<file path="src/rtl/alu_arbiter_pkg.sv">
// Shared ALU opcode constants and port identifiers for the arbitrated ALU.
package alu_arbiter_pkg;

    localparam logic [2:0] ALU_ADD      = 3'b010;
    localparam logic [2:0] ALU_SUBTRACT = 3'b110;
    localparam logic [2:0] ALU_AND      = 3'b000;
    localparam logic [2:0] ALU_OR       = 3'b001;
    localparam logic [2:0] ALU_SLT      = 3'b111;

    typedef enum logic {
        PORT_A = 1'b0,
        PORT_B = 1'b1
    } port_t;

    function automatic logic op_legal(input logic [2:0] ctl);
        case (ctl)
            ALU_ADD, ALU_SUBTRACT, ALU_AND, ALU_OR, ALU_SLT: return 1'b1;
            default:                                        return 1'b0;
        endcase
    endfunction

endpackage

</file>
<file path="src/rtl/alu_arbiter_alu.sv">
// Combinational 8-bit ALU shared between the two arbitrated ports.
module alu_arbiter_alu
    import alu_arbiter_pkg::*;
(
    input  logic [2:0] Ctl,
    input  logic [7:0] SrcA,
    input  logic [7:0] SrcB,
    output logic [7:0] Result
);

    always_comb begin
        Result = '0;
        case (Ctl)
            ALU_ADD:      Result = SrcA + SrcB;
            ALU_SUBTRACT: Result = SrcA - SrcB;
            ALU_AND:      Result = SrcA & SrcB;
            ALU_OR:       Result = SrcA | SrcB;
            ALU_SLT:      Result = (SrcA < SrcB) ? 8'h01 : 8'h00;
            default:      Result = '0;
        endcase
    end

endmodule

</file>
<file path="src/rtl/alu_arbiter.sv">
// Two-port round-robin arbiter in front of one shared ALU; one operation
// per two cycles, with a one-cycle grant and a one-cycle result strobe.
module alu_arbiter
    import alu_arbiter_pkg::*;
#(
    parameter bit DEFAULT_PRI = 1'b0
) (
    input  logic       CLK,
    input  logic       Reset,
    input  logic       ReqA,
    input  logic [2:0] CtlA,
    input  logic [7:0] SrcAA,
    input  logic [7:0] SrcBA,
    output logic       GntA,
    output logic       RespValidA,
    output logic [7:0] ResultA,
    output logic       ZeroA,
    input  logic       ReqB,
    input  logic [2:0] CtlB,
    input  logic [7:0] SrcAB,
    input  logic [7:0] SrcBB,
    output logic       GntB,
    output logic       RespValidB,
    output logic [7:0] ResultB,
    output logic       ZeroB,
    output logic       Busy
);

    typedef enum logic [1:0] {
        IDLE = 2'b00,
        EXEC = 2'b01,
        DONE = 2'b10
    } state_t;

    state_t     state;
    port_t      owner;
    port_t      last_gnt;
    port_t      winner;
    logic       any_req;
    logic [2:0] ctl_q;
    logic [7:0] srca_q;
    logic [7:0] srcb_q;
    logic [7:0] alu_result;
    logic [7:0] result_next;

    alu_arbiter_alu u_alu (
        .Ctl    (ctl_q),
        .SrcA   (srca_q),
        .SrcB   (srcb_q),
        .Result (alu_result)
    );

    // On a tie the port opposite the last grant wins.
    always_comb begin
        any_req = ReqA | ReqB;
        winner  = PORT_A;
        if (ReqA && ReqB)
            winner = (last_gnt == PORT_A) ? PORT_B : PORT_A;
        else if (ReqB)
            winner = PORT_B;
    end

    // Illegal opcodes complete with a forced zero result whatever the ALU produces.
    always_comb begin
        result_next = op_legal(ctl_q) ? alu_result : '0;
    end

    always_ff @(posedge CLK or posedge Reset) begin
        if (Reset) begin
            state      <= IDLE;
            owner      <= PORT_A;
            last_gnt   <= DEFAULT_PRI ? PORT_A : PORT_B;
            ctl_q      <= '0;
            srca_q     <= '0;
            srcb_q     <= '0;
            GntA       <= 1'b0;
            GntB       <= 1'b0;
            RespValidA <= 1'b0;
            RespValidB <= 1'b0;
            ResultA    <= '0;
            ResultB    <= '0;
            ZeroA      <= 1'b0;
            ZeroB      <= 1'b0;
            Busy       <= 1'b0;
        end else begin
            GntA       <= 1'b0;
            GntB       <= 1'b0;
            RespValidA <= 1'b0;
            RespValidB <= 1'b0;
            Busy       <= 1'b0;
            case (state)
                IDLE, DONE: begin
                    if (any_req) begin
                        state    <= EXEC;
                        owner    <= winner;
                        last_gnt <= winner;
                        Busy     <= 1'b1;
                        if (winner == PORT_B) begin
                            ctl_q  <= CtlB;
                            srca_q <= SrcAB;
                            srcb_q <= SrcBB;
                            GntB   <= 1'b1;
                        end else begin
                            ctl_q  <= CtlA;
                            srca_q <= SrcAA;
                            srcb_q <= SrcBA;
                            GntA   <= 1'b1;
                        end
                    end else begin
                        state <= IDLE;
                    end
                end
                EXEC: begin
                    state <= DONE;
                    if (owner == PORT_B) begin
                        ResultB    <= result_next;
                        ZeroB      <= (result_next == 8'h00);
                        RespValidB <= 1'b1;
                    end else begin
                        ResultA    <= result_next;
                        ZeroA      <= (result_next == 8'h00);
                        RespValidA <= 1'b1;
                    end
                end
                default: state <= IDLE;
            endcase
        end
    end

endmodule

</file>
<file path="config.mk">
export PLATFORM = sky130hd
export DESIGN_NAME = alu_arbiter
export DESIGN_NICKNAME = d
export VERILOG_FILES = /design/src/rtl/alu_arbiter_pkg.sv /design/src/rtl/alu_arbiter_alu.sv /design/src/rtl/alu_arbiter.sv
export SDC_FILE = /design/constraint.sdc
export NUM_CORES = 1
export LEC_CHECK = 0
export BUFFER_PORTS_ARGS = -buffer_cell sky130_fd_sc_hd__buf_4
export CAP_MARGIN = 10
export CORE_ASPECT_RATIO = 1.4
export CORE_MARGIN = 2
export CORE_UTILIZATION = 55
export CTS_BUF_LIST = sky130_fd_sc_hd__clkbuf_8
export CTS_CLUSTER_SIZE = 14
export DETAILED_ROUTE_END_ITERATION = 8
export GPL_TIMING_DRIVEN = 0
export PLACE_DENSITY = 0.81
export SYNTH_ARGS = -nofsm -noshare
export SYNTH_HDL_FRONTEND = slang
export SYNTH_HIERARCHICAL = 1
export SYNTH_SLANG_ARGS = --single-unit
</file>
<file path="constraint.sdc">
create_clock -name CLK -period 3.12 [get_ports CLK]
set_input_delay 0 -clock CLK [delete_from_list [all_inputs] [get_ports CLK]]
set_output_delay 0 -clock CLK [all_outputs]
set_load 0.05 [all_outputs]
</file>
# After elaboration in Yosys (flattened, before gate mapping)
# Index checks and enable logic that the tools add are counted.
# W data, S select, Z words.
# totals
register_bits,46
latch_bits,0
ram_bits,0
rom_bits,0
output_inout_bits,23
elab_cells,61
n_memories,0
# classes
n_addsub,2
n_mul,0
div,0
magnitude_cmp,1
eq_ne,6
n_shift,0
n_mux,24
bitwise_logic,4
n_reduce_logical,9
# op_table
cell,count
$pmux W8 S5,1
$mux W8,3
$mux W1,18
$add A8 B8 Y8,1
$and A8 B8 Y8,1
$logic_not A8 Y1,1
$lt A8 B8 Y1,1
$or A8 B8 Y8,1
$sub A8 B8 Y8,1
$eq A3 B3 Y1 const B,2
$reduce_and A2 Y1,3
$reduce_or A5 Y1,1
$pmux W2 S2,1
$eq A3 B1 Y1 const B,1
$eq A3 B2 Y1 const B,1
$logic_not A3 Y1,1
$mux W3,1
$eq A2 B1 Y1 const B,1
$eq A2 B2 Y1 const B,1
$logic_not A2 Y1,1
$reduce_or A2 Y1,1
$logic_and A1 B1 Y1,1
$not A1 Y1,1
$or A1 B1 Y1,1

# Logic depth before layout (Yosys ltp)
# Gate-level depths: netlist (run 1).
# depth
ltp_word,5
mapped_depth,12
depth_no_buf,12

# Hierarchy
# The synthesis (run 1) kept the hierarchy.
# modules_own_cells
mod,n_inst,cells_each,area_per_inst_um2,seq_area_each_um2
alu_arbiter,1,178,1915.6,1127.3
alu_arbiter_alu,1,131,933.4,0.0

# Worst setup path after synthesis (run 1)
# OpenSTA, ideal clock, no wires.
# synth_path
kind,flip-flop to flip-flop
start,register srca_q[0]
end,register ZeroB
t_arrival_ns,2.477
setup_slack_ns,0.507
path_stages_with_launch,13
n_path_buf,0
period_less_slack_ns,2.613
cell_sequence,dfrtp_1 -> inv_1 -> ha_1 -> fa_1 -> o21bai_1 -> a21oi_1 -> o31a_1 -> mux2_2 -> xnor2_1 -> o22ai_1 -> nor4_1 -> a211oi_1 -> o21ai_0
# synth_between
word_cells_on_any_way,9
classes_between,add/sub (2); order compare (1); mux (3); bitwise (2); reduce/logical (1)
# synth_rtl
item,line,text
"start, declared",alu_arbiter.sv:41,logic [7:0] srca_q;
"start signal, assigned",alu_arbiter.sv:100,srca_q <= SrcAB;
"start signal, assigned",alu_arbiter.sv:105,srca_q <= SrcAA;
$sub A8 B8 Y8 or $add A8 B8 Y8 (tied branches),"alu_arbiter_alu.sv:15, alu_arbiter_alu.sv:14",
$pmux W8 S5 *,alu_arbiter_alu.sv:13,case (Ctl)
via alu_result[6],alu_arbiter.sv:43,logic [7:0] alu_result;
$mux W8 *,alu_arbiter.sv:65,result_next = op_legal(ctl_q) ? alu_result : '0;
$logic_not A8 Y1 *,alu_arbiter.sv:117,ZeroB <= (result_next == 8'h00);
"end signal, assigned",alu_arbiter.sv:117,
"end, declared",alu_arbiter.sv:25,"output logic ZeroB,"
# The timed path passes the listed nets; every way through them passes the cells marked *.
# A chain may end at the register's enable or synchronous reset.

# Worst setup path after layout (run 1)
# Same ends and word-level chain as after synthesis.

==> metrics.txt, run 1 <==
core area 5080 um^2; initial antenna violation count 0; floorplan row count 31; Slowest-stage cell, CP fa_1; total CTS buffers 5; die area 5780 um^2; diode count 0; CTS tree built; dpl ws 0.142 ns; Post-synth top cells 44 x dfrtp_1, 43 x nand2_1, 35 x inv_1; Power Density 796 nW/um^2; hold endpoint ctl_q[0]; critical path's top delay family compound AO/OA/AOI/OAI gates; Area Overhead vs Synth 36.1%; Crit path largest cell delay 0.46 ns; layout cells sized above 1 0.226; HPWL after detailed placement 5110 um; Yosys top cell by area dfrtp_1; Setup crit end kind flip-flop; Slew headroom 0.400; # IOs 65; final hold violation count 1; Seq cells post-synth 45; YS warnings 6; Reg clk slew, reported paths 0.09 ns; Post-synth EDFFs 0; drt via density 5.40; period utilization 0.935; Critical Path Start Type flip-flop; smallest hold slack -0.00425 ns; Final #Nets 480; LEAKAGE 1.92 nW; status complete, but fails checks; clock sink count 45; Routed Antenna Nets 0; Buffers & Inverters on Critical Path 1; register area share after synthesis 0.396; total power 3.09 mW; largest net degree at the start of global routing 46; fill cell count 351; DRT Wirelength 6910 um; ranking of synthesized cells by area dfrtp_1 39%, ha_1 11%, mux2i_1 7.4%; Worst Path Required 3.29 ns; hold path start CtlB[0]; Pins Over Slew Limit 0; Final Non-Filler Cells 478; Synth cell types 51; Port Buffer Count 64; CP Class reg2reg; Clock Latency Late Sink 0.30 ns; Placer Congestion 0.850; Clock Path Buffers 2; drt first-iter violations 138; post-route setup slack 0.203 ns; worst r2r path cells 12; Async S/R FF share, synth 1.00; Setup Skew 0.00756 ns; CP max FO 3; Syn Inst Count 309; share of the synthesized area in the top cell type 0.386; Synth Area per Inst 9.22 um^2; Root Driver clkbuf_8; syn_nets 378; failing checks negative hold slack; first-pass GRT wire length 11200 um; maxcap violations 0; routed len/inst 14.5 um; FF-to-FF End ZeroB; final setup violation count 0; placed cell count 439; vias in the first global route 2555; area of the mapped netlist 2850 um^2; DIE HEIGHT 89.2 um; Hold WC Path Type in2reg; minimum clock period 2.92 ns; Starting Density 0.561; routed via count 2582; Total GRT Usage 0.251; RSZ-0062 raised after global routing no; die width 64.8 um; Pre-antenna DRT Iters 5; most common cell in the netlist dfrtp_1; worst slew pin tran 0.898 ns; H-tree lvl count 2; Synth Flop Type dfrtp_1; Residual DRC 0; Setup TNS Final 0 ns; hold depth 3; RR Startpoint srca_q[0]; aggregate global routing overflow 0; Register-to-Register Setup Slack 0.20 ns; VDD IR-drop max 0.000442 V; CP Data Arrival Time 3.09 ns; maximum clock frequency 0.343 GHz; crit path cell chain inv_1 -> ha_1 -> fa_1 -> o21bai_1 -> a21oi_1 -> o31a_1 -> mux2_2 -> xnor2_2 -> o22ai_2 -> nor4_2 -> a211oi_1 -> o21ai_0
[per-layer routing]
layer / global-route usage / routed length (um) / vias up
li1: - / - / 1261
met1: 0.245 / 2440 / 1213
met2: 0.507 / 3930 / 90
met3: 0.0453 / 326 / 18
met4: 0.110 / 213 / 0
met5: 0 / 0 / -
[flip-flops by register name (all words and copies together), names as in the netlist, 2 cells and up]
name / count
ResultA: 8
ResultB: 8
ctl_q: 3
state: 2
srcb_q: 8
srca_q: 8
[worst max-delay path by stage]
stage / startpoint / end / slack, ns / cells past startpoint
floorplan: srca_q[0] / ZeroB / 0.51 / 12
global placement: srca_q[0] / ZeroB / 0.19 / 12
detailed placement: srca_q[0] / ZeroB / 0.14 / 12
CTS: srca_q[0] / ZeroB / 0.12 / 12
global route: srca_q[0] / ZeroB / 0.04 / 12
finish: srca_q[0] / ZeroB / 0.20 / 12
[logic make-up after synthesis]
| kind of cell | synth area share |
|---|---|
| AO/OA/AOI/OAI | 0.192 |
| XOR/XNOR | 0.0154 |
| buffers and inverters | 0.0799 |
| adder cells (fa/ha/maj) | 0.124 |
| AND/OR/NAND/NOR | 0.116 |
| flip-flops | 0.396 |
| multiplexers | 0.0777 |
[cell usage in the layout (no fill, tap or decap), drive strengths merged, types with 2 or more instances in the layout]
master | synthesis | layout
dlygate4sd3 | 0 | 30
mux2i | 21 | 21
or2 | 2 | 2
nor2 | 11 | 11
o31ai | 17 | 17
bufinv | 0 | 2
xnor2 | 4 | 4
nor2b | 3 | 3
nand2b | 2 | 2
buf | 7 | 72
a31oi | 3 | 3
nor4 | 2 | 2
fa | 2 | 2
dfrtp | 44 | 44
clkbuf | 8 | 13
ha | 25 | 25
o22ai | 4 | 4
nand3 | 4 | 4
o21ai | 29 | 29
a211oi | 2 | 2
a21o | 3 | 3
o21bai | 4 | 4
inv | 36 | 37
a21oi | 15 | 15
nand2 | 43 | 43
[through the flow]
step            util  instance area (um^2)
2_1_floorplan      -                  2850
3_3_place_gp   0.672                  3410
3_5_place_dp   0.672                  3410
4_1_cts        0.758                  3850
5_1_grt        0.763                  3880
6_report       0.763                  3880
[cell type report]
| type | instances | area [um^2] | share of cell area |
|---|---|---|---|
| clock inverter | 3 | 68.8 | 0.0177 |
| buffer | 15 | 92.6 | 0.0239 |
| tap | 66 | 82.6 | 0.0213 |
| sequential | 45 | 1130 | 0.291 |
| inverter | 36 | 135 | 0.0349 |
| multi-input combinational | 213 | 1510 | 0.390 |
| timing repair buffer | 95 | 788 | 0.203 |
| clock buffer | 5 | 68.8 | 0.0177 |
[what timing repair did]
item | in CTS | in global routing
endpoints found under the hold margin | 60 | 0
hold buffers | 30 | 0
gates resized for setup | 0 | 3
buffers inserted | 0 | 1
setup endpoints to repair | 0 | 2
[where the power goes]
group          leakage [nW]  internal (mW)  switching (mW)
Clock                0.0687          0.322           0.210
Sequential            0.571          0.759           0.135
Combinational          1.28          0.626            1.03
Total                  1.92           1.71            1.38
[worst min-delay path, delay by kind of cell]
kind	cells	cell delay [ns]
compound gates	1	0.13
buf+inv	1	0.08
mux	1	0.05
(Power assumes the default switching activity.)
==> run 2, diff against run 1 <==
- CELL_PAD_IN_SITES_DETAIL_PLACEMENT: not set -> 0
- CELL_PAD_IN_SITES_GLOBAL_PLACEMENT: not set -> 1
- CORE_UTILIZATION: 55 -> 42
- PLACE_DENSITY: 0.81 -> 0.83
==> metrics.txt, run 2 (synthesis gave the netlist of run 1 again) <==
core area 6570 um^2; Setup Skew 0.00795 ns; Area Overhead vs Synth 37.3%; minimum clock period 2.91 ns; failing checks negative hold slack; Slew headroom 0.659; routed via count 2486; FF-to-FF End ZeroB; maxcap violations 0; Root Driver clkbuf_8; routed len/inst 13.4 um; drt first-iter violations 51; status complete, but fails checks; worst r2r path cells 12; Buffers & Inverters on Critical Path 1; floorplan row count 35; hold path start CtlA[2]; Total GRT Usage 0.184; placed cell areas 3450 um^2; H-tree lvl count 2; Register-to-Register Setup Slack 0.21 ns; first-pass GRT wire length 10800 um; largest net degree at the start of global routing 25; HPWL after detailed placement 5050 um; aggregate global routing overflow 0; Final #Nets 483; Reg clk slew, reported paths 0.08 ns; worst slew pin tran 0.511 ns; placed cell count 448; CTS tree built; maximum clock frequency 0.343 GHz; Setup crit end kind flip-flop; clock sink count 45; die width 73.6 um; final setup violation count 0; critical path's top delay family compound AO/OA/AOI/OAI gates; die area 7470 um^2; Slowest-stage cell, CP fa_1; final core occ 0.595; DIE HEIGHT 101 um; layout cells sized above 1 0.222; drt via density 5.08; Clock Path Buffers 2; Starting Density 0.434; # IOs 65; smallest hold slack -0.00861 ns; hold depth 3; DRT Wirelength 6540 um; Critical Path Start Type flip-flop; total CTS buffers 5; Pre-antenna DRT Iters 4; vias in the first global route 2420; Port Buffer Count 64; Hold WC Path Type in2reg; RSZ-0062 raised after global routing no; Residual DRC 0; commonest non-fill, non-tap cells in the layout 66 x buf_4, 44 x dfrtp_1, 43 x nand2_1; RR Startpoint srca_q[0]; commonest non-fill, non-tap cell in the layout buf_4; Pins Over Slew Limit 0; CP Data Arrival Time 3.13 ns; CP max FO 3; Finished Cell Area 3910 um^2; Crit path largest cell delay 0.45 ns; final hold violation count 2; Clock Latency Late Sink 0.31 ns; CP Class reg2reg; LEAKAGE 1.92 nW; diode count 0; period utilization 0.933; initial antenna violation count 0; Final Non-Filler Cells 489; Setup TNS Final 0 ns; Power Density 763 nW/um^2; hold endpoint ctl_q[2]; Worst Path Required 3.34 ns; Routed Antenna Nets 0; Placer Congestion 0.804; Post-CTS Setup Bufs 0; VDD IR-drop max 0.000343 V; crit path cell chain inv_1 -> ha_1 -> fa_1 -> o21bai_1 -> a21oi_1 -> o31a_1 -> mux2_2 -> xnor2_1 -> o22ai_1 -> nor4_2 -> a211oi_2 -> o21ai_0
==> run 2: metrics by stage <==
stage	hold WS (ns)	power (mW)	setup slack [ns]
2_1_floorplan	0.0730	2.03	0.507
3_3_place_gp	0.175	2.44	0.255
3_5_place_dp	0.0701	2.47	0.194
4_1_cts	0.00125	2.99	0.172
5_1_grt	0.0164	3.19	0.0234
6_report	-0.00861	2.99	0.208
==> run 2: metal layers <==
metal  vias to the layer above  global-route usage  share of wire
li1                       1262                   -              -
met1                      1158               0.196           0.40
met2                        58               0.359           0.56
met3                         8              0.0299          0.038
met4                         0              0.0573          0.011
met5                         -                   0              0
==> run 2: how the worst max path moves through the flow <==
stage                    from     to  slack (ns)  cells past startpoint
floorplan           srca_q[0]  ZeroB        0.51                     12
global placement    srca_q[0]  ZeroB        0.25                     12
detailed placement  srca_q[0]  ZeroB        0.19                     12
CTS                 srca_q[0]  ZeroB        0.17                     12
global route        srca_q[0]  ZeroB        0.02                     12
finish              srca_q[0]  ZeroB        0.21                     12
==> run 2: report_power, final <==
group	total (mW)	internal [mW]	switching (mW)	leakage (nW)
logic	1.63	0.621	1.01	1.29
registers	0.889	0.759	0.130	0.571
clock network	0.463	0.260	0.202	0.0574
total	2.99	1.64	1.34	1.92
==> run 2: timing repair <==
item	CTS	global route
hold buffers	33	0
gates resized for setup	0	2
hold endpoints to repair	38	0
endpoints found under the setup margin	0	2
==> run 2: area by class of cell <==
type,count,area (um^2)
inverter,36,135
fill,596,2660
timing repair buffer,98,838
tap,74,92.6
multi-input combinational,213,1510
clock buffer,6,82.6
clock inverter,2,37.5
buffer,15,92.6
sequential,45,1130
==> run 2: worst register-to-register path: stages, from the launching register on <==
cell and delay (ns):
dfrtp_1 0.38, inv_1 0.08, ha_1 0.23, fa_1 0.45
o21bai_1 0.17, a21oi_1 0.11, o31a_1 0.27, mux2_2 0.28
xnor2_1 0.14, o22ai_1 0.12, nor4_2 0.31, a211oi_2 0.12
o21ai_0 0.16
==> run 3, diff against run 2 <==
- ABC_AREA: not set -> 1
- ABC_CLOCK_PERIOD_IN_PS: not set -> 3120
- CORE_UTILIZATION: 42 -> 41
- PLACE_DENSITY: 0.83 -> 0.84
==> metrics.txt, run 3 <==
Yosys top cell by area dfrtp_1; syn_nets 464; Placer Congestion 0.868; VDD IR-drop max 0.000343 V; drt via density 4.71; Residual DRC 0; Setup crit end kind flip-flop; Setup TNS Final 0 ns; final core occ 0.584; RSZ-0062 raised after global routing no; commonest non-fill, non-tap cell in the layout nand2_1; Routed Antenna Nets 0; aggregate global routing overflow 0; routed via count 2833; core area 6980 um^2; CP max FO 3; Power Density 761 nW/um^2; floorplan row count 36; Reg clk slew, reported paths 0.09 ns; ranking of synthesized cells by area dfrtp_1 37%, nand2_1 13%, ha_1 11%; Syn Inst Count 395; maxcap violations 0; Port Buffer Count 64; Clock Path Buffers 2; routed len/inst 12.2 um; Final #Nets 574; layout cells sized above 1 0.215; H-tree lvl count 2; first-pass GRT wire length 12400 um; Clock Latency Late Sink 0.30 ns; clock sink count 45; CP Data Arrival Time 2.57 ns; Post-CTS Setup Bufs 0; YS warnings 6; worst slew pin tran 0.910 ns; Setup Skew 0.0130 ns; Pins Over Slew Limit 0; Hold Buf Count CTS 39; maximum clock frequency 0.430 GHz; Crit path largest cell delay 0.47 ns; Synth Area per Inst 7.53 um^2; Area Overhead vs Synth 37.0%; Post-CTS Resized 0; register area share after synthesis 0.379; Starting Density 0.426; diode count 0; Async S/R FF share, synth 1.00; fill cell count 658; final hold violation count 0; Root Driver clkbuf_8; # IOs 65; Slowest-stage cell, CP fa_1; CTS tree built; Synth cell types 32; Synth Flop Type dfrtp_1; Post-synth EDFFs 0; die area 7960 um^2; crit path cell chain inv_1 -> ha_1 -> fa_1 -> inv_1 -> nand3_1 -> nand3_1 -> nand2_1 -> nand3_1 -> nand3_1 -> o21ai_2 -> nand2_2 -> nor2_4 -> nand2_1 -> nand2_1; Reg area 1130 um^2; Worst Path Required 3.37 ns; total CTS buffers 5; Total GRT Usage 0.192; final setup violation count 0; Hold WC Path Type in2reg; Critical Path Start Type flip-flop; Multi-input gate area 1580 um^2; largest net degree at the start of global routing 46; Pre-antenna DRT Iters 4; DIE HEIGHT 105 um; Seq cells post-synth 45; period utilization 0.746; CP Class reg2reg; placed cell areas 3570 um^2; LEAKAGE 2.12 nW; share of the synthesized area in the top cell type 0.370; Finished Cell Area 4080 um^2; commonest non-fill, non-tap cells in the layout 101 x nand2_1, 66 x buf_4, 57 x o21ai_1; Post-synth top cells 101 x nand2_1, 57 x o21ai_1, 44 x dfrtp_1; critical path's most frequent cell nand3_1; drt first-iter violations 134; minimum clock period 2.33 ns; most common cell in the netlist nand2_1; vias in the first global route 2718; initial antenna violation count 0; DRT Wirelength 7310 um; smallest hold slack 0.126 ns; HPWL after detailed placement 5730 um; area of the mapped netlist 2970 um^2; Slew headroom 0.393; die width 76.0 um; status completed
run 3: stage by stage:
| step | setup slack [ns] | std cells | power, mW |
|---|---|---|---|
| finish | 0.792 | 601 | 3.10 |
| global route | 0.600 | 601 | 3.35 |
| CTS | 0.789 | 601 | 3.12 |
| detailed placement | 0.811 | 554 | 2.59 |
| global placement | 0.847 | 554 | 2.55 |
| floorplan | 1.09 | 395 | 2.12 |
run 3: cell type report:
cell class,count,share of cell area
timing repair buffer,103,0.214
clock inverter,3,0.0104
sequential,45,0.277
clock buffer,5,0.0169
multi-input combinational,287,0.389
tap,95,0.0292
inverter,51,0.0470
buffer,12,0.0175
run 3: worst paths after layout:
check                                from        end  slack (ns)  cells past startpoint
worst max-delay path            srca_q[0]      ZeroB        0.79                     14
worst max register to register  srca_q[0]      ZeroB        0.79                     14
max in group asynchronous           Reset  srca_q[6]        2.09                      3
worst min-delay path                 ReqA   state[0]        0.13                      4
min in group asynchronous           Reset      ZeroA        0.46                      3
worst min register to register   last_gnt   last_gnt        0.48                      2
run 3: per-layer routing:
metal	track usage	share of wire	vias up	routed length, um
li1	-	-	1492	-
met1	0.203	0.40	1271	2930
met2	0.385	0.55	63	4010
met3	0.0320	0.039	7	286
met4	0.0506	0.011	0	80
met5	0	0	-	0
run 3: cells by family after synthesis:
logic type / Yosys count / share of synthesized area
and+or+nand+nor: 178 / 0.263
AOI/OAI and AO/OA: 79 / 0.142
adders and majority gates: 27 / 0.119
buffers and inverters: 63 / 0.0883
xor gates and xnor gates: 3 / 0.00884
DFF: 45 / 0.379
run 3: critical path, delay by kind of cell (launching register included):
| kind | cells | cell delay, ns |
|---|---|---|
| AND/OR/NAND/NOR | 9 | 0.81 |
| adder cells (fa/ha/maj) | 2 | 0.69 |
| flip-flops | 1 | 0.38 |
| AO/OA/AOI/OAI | 1 | 0.21 |
| buffers and inverters | 2 | 0.17 |
run 3: power by group:
part           total (mW)  internal (mW)  switching (mW)
logic                1.78          0.647            1.13
registers           0.885          0.757           0.128
clock network       0.439          0.237           0.202
total                3.10           1.64            1.46
